[config.mk]
export PLATFORM = sky130hd
export DESIGN_NAME = seg_scan_ctrl
export DESIGN_NICKNAME = d
export VERILOG_FILES = /design/src/rtl/seg_scan_pkg.sv /design/src/rtl/seg_scan_ctrl_timer.sv /design/src/rtl/seg_scan_ctrl.sv
export SDC_FILE = /design/constraint.sdc
export NUM_CORES = 1
export LEC_CHECK = 0
export ABC_AREA = 1
export BUFFER_PORTS_ARGS = -buffer_cell sky130_fd_sc_hd__buf_2
export CAP_MARGIN = 20
export CORE_MARGIN = 5
export CORE_UTILIZATION = 55
export DETAILED_ROUTE_END_ITERATION = 16
export GPL_ROUTABILITY_DRIVEN = 0
export PLACE_DENSITY = 0.77
export SETUP_SLACK_MARGIN = 0.15
export SLEW_MARGIN = 20
export SYNTH_ARGS = -nofsm -noshare
export SYNTH_HDL_FRONTEND = slang
export SYNTH_SLANG_ARGS = --single-unit
[constraint.sdc]
create_clock -name clk -period 3.5 [get_ports clk]
set_clock_uncertainty 0.05 [all_clocks]
set_input_delay 0.7 -clock clk [delete_from_list [all_inputs] [get_ports clk]]
set_output_delay 0.7 -clock clk [all_outputs]
set_load 0.02 [all_outputs]
[src/rtl/seg_scan_pkg.sv]
// rtl/seg_scan_pkg.sv - shared types and constants for the segment scan controller
package seg_scan_pkg;

    typedef enum logic [1:0] {
        IDLE  = 2'd0,
        BLANK = 2'd1,
        SHOW  = 2'd2
    } scan_state_t;

    localparam int CODE_W = 5;
    localparam int SEG_W  = 7;

    localparam logic [SEG_W-1:0] SEG_OFF = 7'h7F;

endpackage

[src/rtl/seg_scan_ctrl_timer.sv]
// rtl/seg_scan_ctrl_timer.sv - per-slot cycle counter with blank/slot end flags
module scan_timer #(
    parameter int REFRESH_DIV  = 50000,
    parameter int BLANK_CYCLES = 16
) (
    input  logic clk,
    input  logic rst,
    input  logic clear,
    output logic blank_end,
    output logic slot_end
);

    localparam int TW = (REFRESH_DIV > 1) ? $clog2(REFRESH_DIV) : 1;
    localparam logic [TW-1:0] BLANK_LAST = TW'(BLANK_CYCLES - 1);
    localparam logic [TW-1:0] SLOT_LAST  = TW'(REFRESH_DIV - 1);

    logic [TW-1:0] count;

    always_ff @(posedge clk or posedge rst) begin
        if (rst) begin
            count <= '0;
        end else if (clear || count == SLOT_LAST) begin
            count <= '0;
        end else begin
            count <= count + TW'(1);
        end
    end

    assign blank_end = (count == BLANK_LAST);
    assign slot_end  = (count == SLOT_LAST);

endmodule

[src/rtl/seg_scan_ctrl.sv]
// rtl/seg_scan_ctrl.sv - multiplexed 7-segment scan controller with double-buffered digit codes
module seg_scan_ctrl
    import seg_scan_pkg::*;
#(
    parameter int NUM_DIGITS   = 4,
    parameter int REFRESH_DIV  = 50000,
    parameter int BLANK_CYCLES = 16
) (
    input  logic                           clk,
    input  logic                           rst,
    input  logic                           enable,
    input  logic                           load,
    input  logic [CODE_W*NUM_DIGITS-1:0]   value_in,
    output logic [CODE_W-1:0]              dec_code,
    input  logic [SEG_W-1:0]               seg_in,
    output logic [SEG_W-1:0]               seg_out,
    output logic [NUM_DIGITS-1:0]          anode_n,
    output logic [$clog2(NUM_DIGITS)-1:0]  digit_idx,
    output logic                           frame_done
);

    localparam int IDX_W = $clog2(NUM_DIGITS);
    localparam int VAL_W = CODE_W * NUM_DIGITS;
    localparam logic [IDX_W-1:0] LAST_DIGIT = IDX_W'(NUM_DIGITS - 1);

    scan_state_t      state, next_state;
    logic             blank_end, slot_end, timer_clear;
    logic [VAL_W-1:0] active, shadow, active_nxt;
    logic             pending;
    logic             commit;
    logic [IDX_W-1:0] idx_nxt;

    assign timer_clear = (state == IDLE) || !enable;

    scan_timer #(
        .REFRESH_DIV  (REFRESH_DIV),
        .BLANK_CYCLES (BLANK_CYCLES)
    ) u_timer (
        .clk       (clk),
        .rst       (rst),
        .clear     (timer_clear),
        .blank_end (blank_end),
        .slot_end  (slot_end)
    );

    always_ff @(posedge clk or posedge rst) begin
        if (rst) begin
            state <= IDLE;
        end else begin
            state <= next_state;
        end
    end

    always_comb begin
        next_state = state;
        if (!enable) begin
            next_state = IDLE;
        end else begin
            case (state)
                IDLE:    next_state = BLANK;
                BLANK:   if (blank_end) next_state = SHOW;
                SHOW:    if (slot_end) next_state = BLANK;
                default: next_state = IDLE;
            endcase
        end
    end

    always_comb begin
        anode_n    = '1;
        frame_done = 1'b0;
        if (state == SHOW) begin
            anode_n[digit_idx] = 1'b0;
            frame_done         = slot_end && enable && (digit_idx == LAST_DIGIT);
        end
    end

    // Active codes only change on a frame boundary or when scanning restarts,
    // so a frame is never drawn from two different loads.
    assign commit = frame_done || (state == IDLE && enable);

    always_comb begin
        active_nxt = active;
        if (commit) begin
            if (load) begin
                active_nxt = value_in;
            end else if (pending) begin
                active_nxt = shadow;
            end
        end
    end

    always_ff @(posedge clk or posedge rst) begin
        if (rst) begin
            active  <= '0;
            shadow  <= '0;
            pending <= 1'b0;
        end else begin
            active <= active_nxt;
            if (load) begin
                shadow <= value_in;
            end
            if (commit) begin
                pending <= 1'b0;
            end else if (load) begin
                pending <= 1'b1;
            end
        end
    end

    always_comb begin
        idx_nxt = digit_idx;
        if (next_state == IDLE) begin
            idx_nxt = '0;
        end else if (state == SHOW && slot_end) begin
            idx_nxt = (digit_idx == LAST_DIGIT) ? '0 : digit_idx + IDX_W'(1);
        end
    end

    // dec_code is set on slot entry so the decoder settles during blanking;
    // seg_out is aligned with the anode by looking at the next state.
    always_ff @(posedge clk or posedge rst) begin
        if (rst) begin
            digit_idx <= '0;
            dec_code  <= '0;
            seg_out   <= SEG_OFF;
        end else begin
            digit_idx <= idx_nxt;
            if (next_state == BLANK && state != BLANK) begin
                dec_code <= active_nxt[CODE_W*idx_nxt +: CODE_W];
            end
            seg_out <= (next_state == SHOW) ? seg_in : SEG_OFF;
        end
    end

endmodule

==> impl_results.md, run 1 <==
* Synthesized Nets at between 500 and 600
* Mapped Cells at between 500 and 600
* Most common cell after layout, fill and taps aside: nand2_1
* I/O Buffers at about 50
* Worst Path Max Fanout at 22
* Total power at between 1500 and 2000 uW
* Max Clk Rate at approximately 0.36 GHz
* Power Density at approximately 430 nW/um2
* Synth Register Bits at 73
* Mapped cell area at roughly 3800 um2
* Vias at between 3,000 and 4,000
* Worst hold path type: flop to flop
* Avg Cell Area, Syn at about 7.2 um2
* Hold-fix buffers, CTS at 0
* Core area at 6790 um2
* YS warnings at 0
* DR DRC count at 0
* Worst slew margin at about half
* Total CTS buffers at 9
* Detailed placer's ending HPWL at around 5700 um
* Number of diodes at 0
* Global route overflow at 0
* Lkg Pwr at 0.00229 uW
* Critical Path RT at around 2800 ps
* Vias per cell at roughly 5.0
* H-tree levels at 3
* Largest net degree at the start of global routing at 77
* CP startpoint: u_timer.count[0]
* Initial antenna violation count at 0
* Synth cell types at 30
* Initial core utilization at 56.6%
* Post-CTS Resized at 0
* Drt wl/cell at 12.2 um
* Share of layout cells above drive strength 1 at 15.6%
* 1st-iter DRT viols at 200
* Die X at roughly 94 um
* RSZ-0062 raised after global routing: false
* Final hold violations at 0
* Clock Path Buffers at 2
* CTS tree: yes
* Crit share post-route at between 70% and 80%
* Measured slew at the worst slew-check pin at 756 ps
* P&R area growth vs syn at 12.5%
* Antenna viol nets, final at 0
* NumNets Final at 609
* Final min period at roughly 2800 ps
* WP data arrival at roughly 2000 ps
* Worst setup path class: flop to output pin
* Synth area leader: dfrtp_1
* Die Y at 93.7 um
* First-pass GRT wire length at 14,500 um
* Floorplan row count at 30
* Setup TNS at 0 ps
* R2r endpoint: dec_code[4]
* Top cells by area, synth: dfrtp_1 (43%), nand2_1 (23%), inv_1 (5.4%)
* Die area at 8770 um2
* DRT Pass-1 Iters at 5
* Worst reg2reg path depth at 13
* Crit end category: output pin
* Commonest cells after routing, fill and taps aside: nand2_1 (231), dfrtp_1 (66), inv_1 (54)
* Post-synthesis sequential area ratio at approximately 48%
* Status: complete, no violations
* Peak supply drop at between 0.0003 and 0.0004 V
* Sink Count at 73
* GRT Util Overall at between 20% and 30%
* Final slew viol count at 0
* Clock Pin Slew Worst Setup and Hold Paths at around 70 ps
* R2r setup slk at 950 ps
* Clock latency on the worst-skew pair at around 350 ps
* Setup crit end: frame_done
* Vias in the first global route at about 3,300
* Endpoints failing setup at 0
* Crit Reg-Reg Startpoint: u_timer.count[0]
* Root Buffer: clkbuf_8
* Share of the synthesized area in the top cell type at a little over two fifths
* Max Cap Viol at 0
* # Post-CTS Setup Buffers at 0
* Crit start category: flop
* Top Ports at 50
* Detailed Route WL at approximately 8200 um
layer usage:
| layer | share of wire (%) | routed length (um) | GRT usage (%) |
|---|---|---|---|
| met1 | 47 | 3870 | 26.1 |
| met2 | 45 | 3690 | 33.1 |
| met3 | 6.6 | 544 | 5.45 |
| met4 | 1.5 | 123 | 7.46 |
| met5 | 0 | 0 | 0 |
cell usage after synthesis:
cell,number
a211oi_1,1
a21boi_0,1
a21oi_1,3
a21oi_2,2
buf_1,2
buf_2,3
buf_6,3
clkbuf_1,12
clkbuf_2,1
clkinv_1,1
dfrtp_1,66
dfstp_2,7
ha_1,5
inv_1,55
nand2_1,231
nand2_2,6
nand3_1,32
nand3_2,1
nand4_1,2
nor2_1,29
nor2_2,5
nor2_4,2
nor3_1,9
nor3b_1,6
o21a_1,1
o21ai_0,38
o21ai_1,2
or2_2,1
or3_1,1
xor2_1,3
per-stage QoR:
| step | std cells | util [%] | hold WS, ps | instance area, um2 | setup slack, ps |
|---|---|---|---|---|---|
| 6_report | 674 | 63.8 | 406 | 4330 | 737 |
| 5_1_grt | 674 | 63.8 | 449 | 4330 | 556 |
| 4_1_cts | 674 | 63.8 | 410 | 4330 | 723 |
| 3_5_place_dp | 658 | 61.0 | 400 | 4140 | 765 |
| 3_3_place_gp | 658 | 61.0 | 398 | 4140 | 866 |
| 2_1_floorplan | 531 | - | 383 | 3850 | 908 |
cells by family (layout without fill, tap and decap cells):
group	after synthesis	after routing	synth area share (%)
buffers and inverters	77	124	8.22
AND/OR/NAND/NOR	325	325	35.1
XOR/XNOR	3	3	0.683
adder cells (fa/ha/maj)	5	5	1.63
flip-flops	73	73	47.7
AO/OA/AOI/OAI	48	48	6.63
critical path, stage by stage (launching register included):
cell	delay [ps]
dfrtp_1	370
ha_1	200
nand3_1	180
nor2_4	200
nand3_2	400
inv_1	150
buf_2	180
how the worst min path moves through the flow:
stage	startpoint	end	slack [ps]	cells past startpoint
after detailed placement	u_timer.count[0]	u_timer.count[0]	400	1
after floorplan	u_timer.count[0]	u_timer.count[0]	380	1
final	u_timer.count[0]	u_timer.count[0]	410	1
after CTS	u_timer.count[0]	u_timer.count[0]	410	1
after global routing	u_timer.count[0]	u_timer.count[0]	450	1
after global placement	u_timer.count[0]	u_timer.count[0]	400	1
area by class of cell:
type	instances	area [um2]
multi-input combinational	381	1700
timing repair buffer	52	280
tap	96	120
inverter	56	210
sequential	73	1840
clock buffer	13	149
fill	586	2460
clock inverter	3	40.0
sequential cells by signal, summed over array words and instances, names as in the netlist:
name,count
pending,1
seg_out,7
shadow,20
active,20
state,2
dec_code,5
digit_idx,2
u_timer.count,16
power breakdown:
group / total [uW] / internal [uW] / switching, uW
Combinational: 258 / 92.2 / 166
Sequential: 956 / 912 / 44.6
Clock: 647 / 348 / 299
Total: 1860 / 1350 / 510
Power figures use the tool's default switching activity.
==> inputs of run 2 (changes only) <==
--- a/config.mk
+++ b/config.mk
@@ -9,7 +9,7 @@
 export BUFFER_PORTS_ARGS = -buffer_cell sky130_fd_sc_hd__buf_2
 export CAP_MARGIN = 20
 export CORE_MARGIN = 5
-export CORE_UTILIZATION = 55
+export CORE_UTILIZATION = 52
 export DETAILED_ROUTE_END_ITERATION = 16
 export GPL_ROUTABILITY_DRIVEN = 0
 export PLACE_DENSITY = 0.77
==> constraint.sdc (replaced) <==
create_clock -name clk -period 2.3 [get_ports clk]
set_clock_uncertainty 0.05 [all_clocks]
set_input_delay 0.46 -clock clk [delete_from_list [all_inputs] [get_ports clk]]
set_output_delay 0.46 -clock clk [all_outputs]
set_load 0.02 [all_outputs]
==> run 2 against run 1 <==
  * Global-route usage is 0.15 points higher
  * Sequential cell count stayed put
  * First-iteration DRC count is 6.5% higher
  * Via count is 2.6% higher
  * Design area is 7.1% higher
  * Critical endpoint unchanged
==> impl_results.md, run 2 (synthesis results as in run 1) <==
* Final min period at between 2000 and 2500 ps
* Largest net degree at the start of global routing at 77 (unchanged)
* Top Ports at 50 (unchanged)
* Hold-fix buffers, CTS at 0 (unchanged)
* First-pass GRT wire length at 14,700 um (+1.6%)
* Vias in the first global route at 3,281 (-1.7%)
* Most common cell after layout, fill and taps aside: nand2_1
* Global route overflow at 0 (unchanged)
* Detailed placer's ending HPWL at 6000 um (+5.0%)
* Crit end category: output pin
* Crit-path max cell delay at 420 ps (+20 ps)
* Worst hold path type: input pin to asynchronous set/reset pin
* Initial antenna violation count at 0 (unchanged)
* Lkg Pwr at 0.00244 uW (+6.2%)
* Die area at 9220 um2 (+5.1%)
* Worst Path Max Fanout at 4 (-82%)
* Share of layout cells above drive strength 1 at 21.6% (+6.0 points)
* Peak supply drop at 0.000452 V (+33%)
* RSZ-0062 raised after global routing: false
* Final hold violations at 0 (unchanged)
* Worst slew margin at 54.8% (+5.3 points)
* Crit-path slowest cell: dfrtp_1
* Critical Path RT at 1790 ps (-960 ps)
* GRT Util Overall at 20.5% (+0.15 points)
* Die X at 96.0 um (+2.5%)
* Clock Pin Slew Worst Setup and Hold Paths at 70 ps (about the same)
* Number of diodes at 0 (unchanged)
* Antenna viol nets, final at 0 (unchanged)
* Final slew viol count at 0 (unchanged)
* Vias at 3,443 (+2.6%)
* Commonest cells after routing, fill and taps aside: nand2_1 (230), dfrtp_1 (66), inv_1 (50)
* Max Cap Viol at 0 (unchanged)
* Detailed Route WL at 8930 um (+8.5%)
* Drt wl/cell at 12.7 um (+4.3%)
* Floorplan row count at 31 (+3.3%)
* H-tree levels at 3 (unchanged)
* Worst setup path class: flop to output pin
* CTS tree: yes
* WP data arrival at 1570 ps (-440 ps)
* Sink Count at 73 (unchanged)
* Regs by FF count: active x20, shadow x20, u_timer.count x16
* NumNets Final at 633 (+3.9%)
* P&R area growth vs syn at 20.6%
* DRT Pass-1 Iters at 4 (-1)
* Cell Chain, Critical Path: inv_2 -> nor2_1 -> nand2_1 -> nor2_4 -> nand3_4 -> buf_12 -> inv_4 -> buf_6
* 1st-iter DRT viols at 213 (+6.5%)
* Status: complete, no violations
* Setup TNS at 0 ps (unchanged)
* Vias per cell at 4.91 (-1.4%)
* Initial core utilization at 53.3% (-3.3 points)
* Root Buffer: clkbuf_8
* Core area at 7210 um2 (+6.2%)
* Fill cells at 643 (+9.7%)
* Max Clk Rate at 0.481 GHz
* DR DRC count at 0 (unchanged)
* Endpoints failing setup at 0 (unchanged)
* Die Y at 96.0 um (+2.5%)
* Clock latency on the worst-skew pair at 350 ps (about the same)
* I/O Buffers at 49 (unchanged)
* Crit start category: flop
* Crit share post-route at between 90% and 100%
* Total CTS buffers at 9 (unchanged)
* Measured slew at the worst slew-check pin at 674 ps (-82.9 ps)
* Fin util at 64.3% (+0.57 points)
* Power Density at 603 nW/um2 (+40%)
* Clock Path Buffers at 2 (unchanged)
[run 2: routing by layer]
metal | routed length [um] | part of all wire (%) | track usage [%] | vias to the layer above
li1 | - | - | - | 1771
met1 | 3910 | 44 | 26.2 | 1575
met2 | 4370 | 49 | 33.8 | 87
met3 | 547 | 6.1 | 5.24 | 10
met4 | 92 | 1.0 | 6.64 | 0
met5 | 0 | 0 | 0 | -
[run 2: critical path: cells and delay by family, from the launching register on]
| kind | cells | cell delay (ps) |
|---|---|---|
| flops | 1 | 420 |
| buf+inv | 4 | 350 |
| simple gates | 4 | 460 |
[run 2: area by class of cell]
| cell class | count | area, um2 | area share [%] |
|---|---|---|---|
| flip-flops and latches | 73 | 1840 | 39.6 |
| multi-input cells | 382 | 1770 | 38.2 |
| repair buffers | 75 | 509 | 11.0 |
| inverters | 56 | 216 | 4.66 |
| clock buffers | 11 | 151 | 3.26 |
| well taps | 99 | 124 | 2.67 |
| clock inverters | 5 | 30.0 | 0.647 |
[run 2: timing repair]
item / in CTS / in global routing
gates cloned: 1 / 1
endpoints found under the setup margin: 1 / 8
pin swaps: 3 / 6
buffers inserted: 5 / 10
resized for setup: 11 / 15
[run 2: per-stage QoR]
stage	instances	instance area [um2]	setup slack (ps)	hold slack, ps	total power, uW
global placement	668	4220	278	392	1870
floorplan	531	3850	401	383	1750
global route	701	4640	64.5	146	2950
detailed placement	668	4220	251	409	1890
finish	701	4640	219	112	2800
CTS	690	4510	152	118	2810
[run 2: worst paths after layout]
check / from / endpoint / slack [ps] / depth (start not counted)
hold reg to reg: shadow[15] / shadow[15] / 430 / 2
setup / recovery: u_timer.count[6] / frame_done / 220 / 8
min in group clk: seg_in[3] / seg_out[3] / 240 / 3
setup reg to reg: u_timer.count[6] / dec_code[2] / 220 / 15
hold / removal: rst / u_timer.count[2] / 110 / 2
max in group asynchronous: rst / dec_code[1] / 1520 / 3
[run 2: power by group]
group	leakage [uW]	switching (uW)	internal, uW
Combinational	0.00142	268	151
Clock	0.0000911	483	444
Sequential	0.000923	64.0	1390
Total	0.00244	814	1980
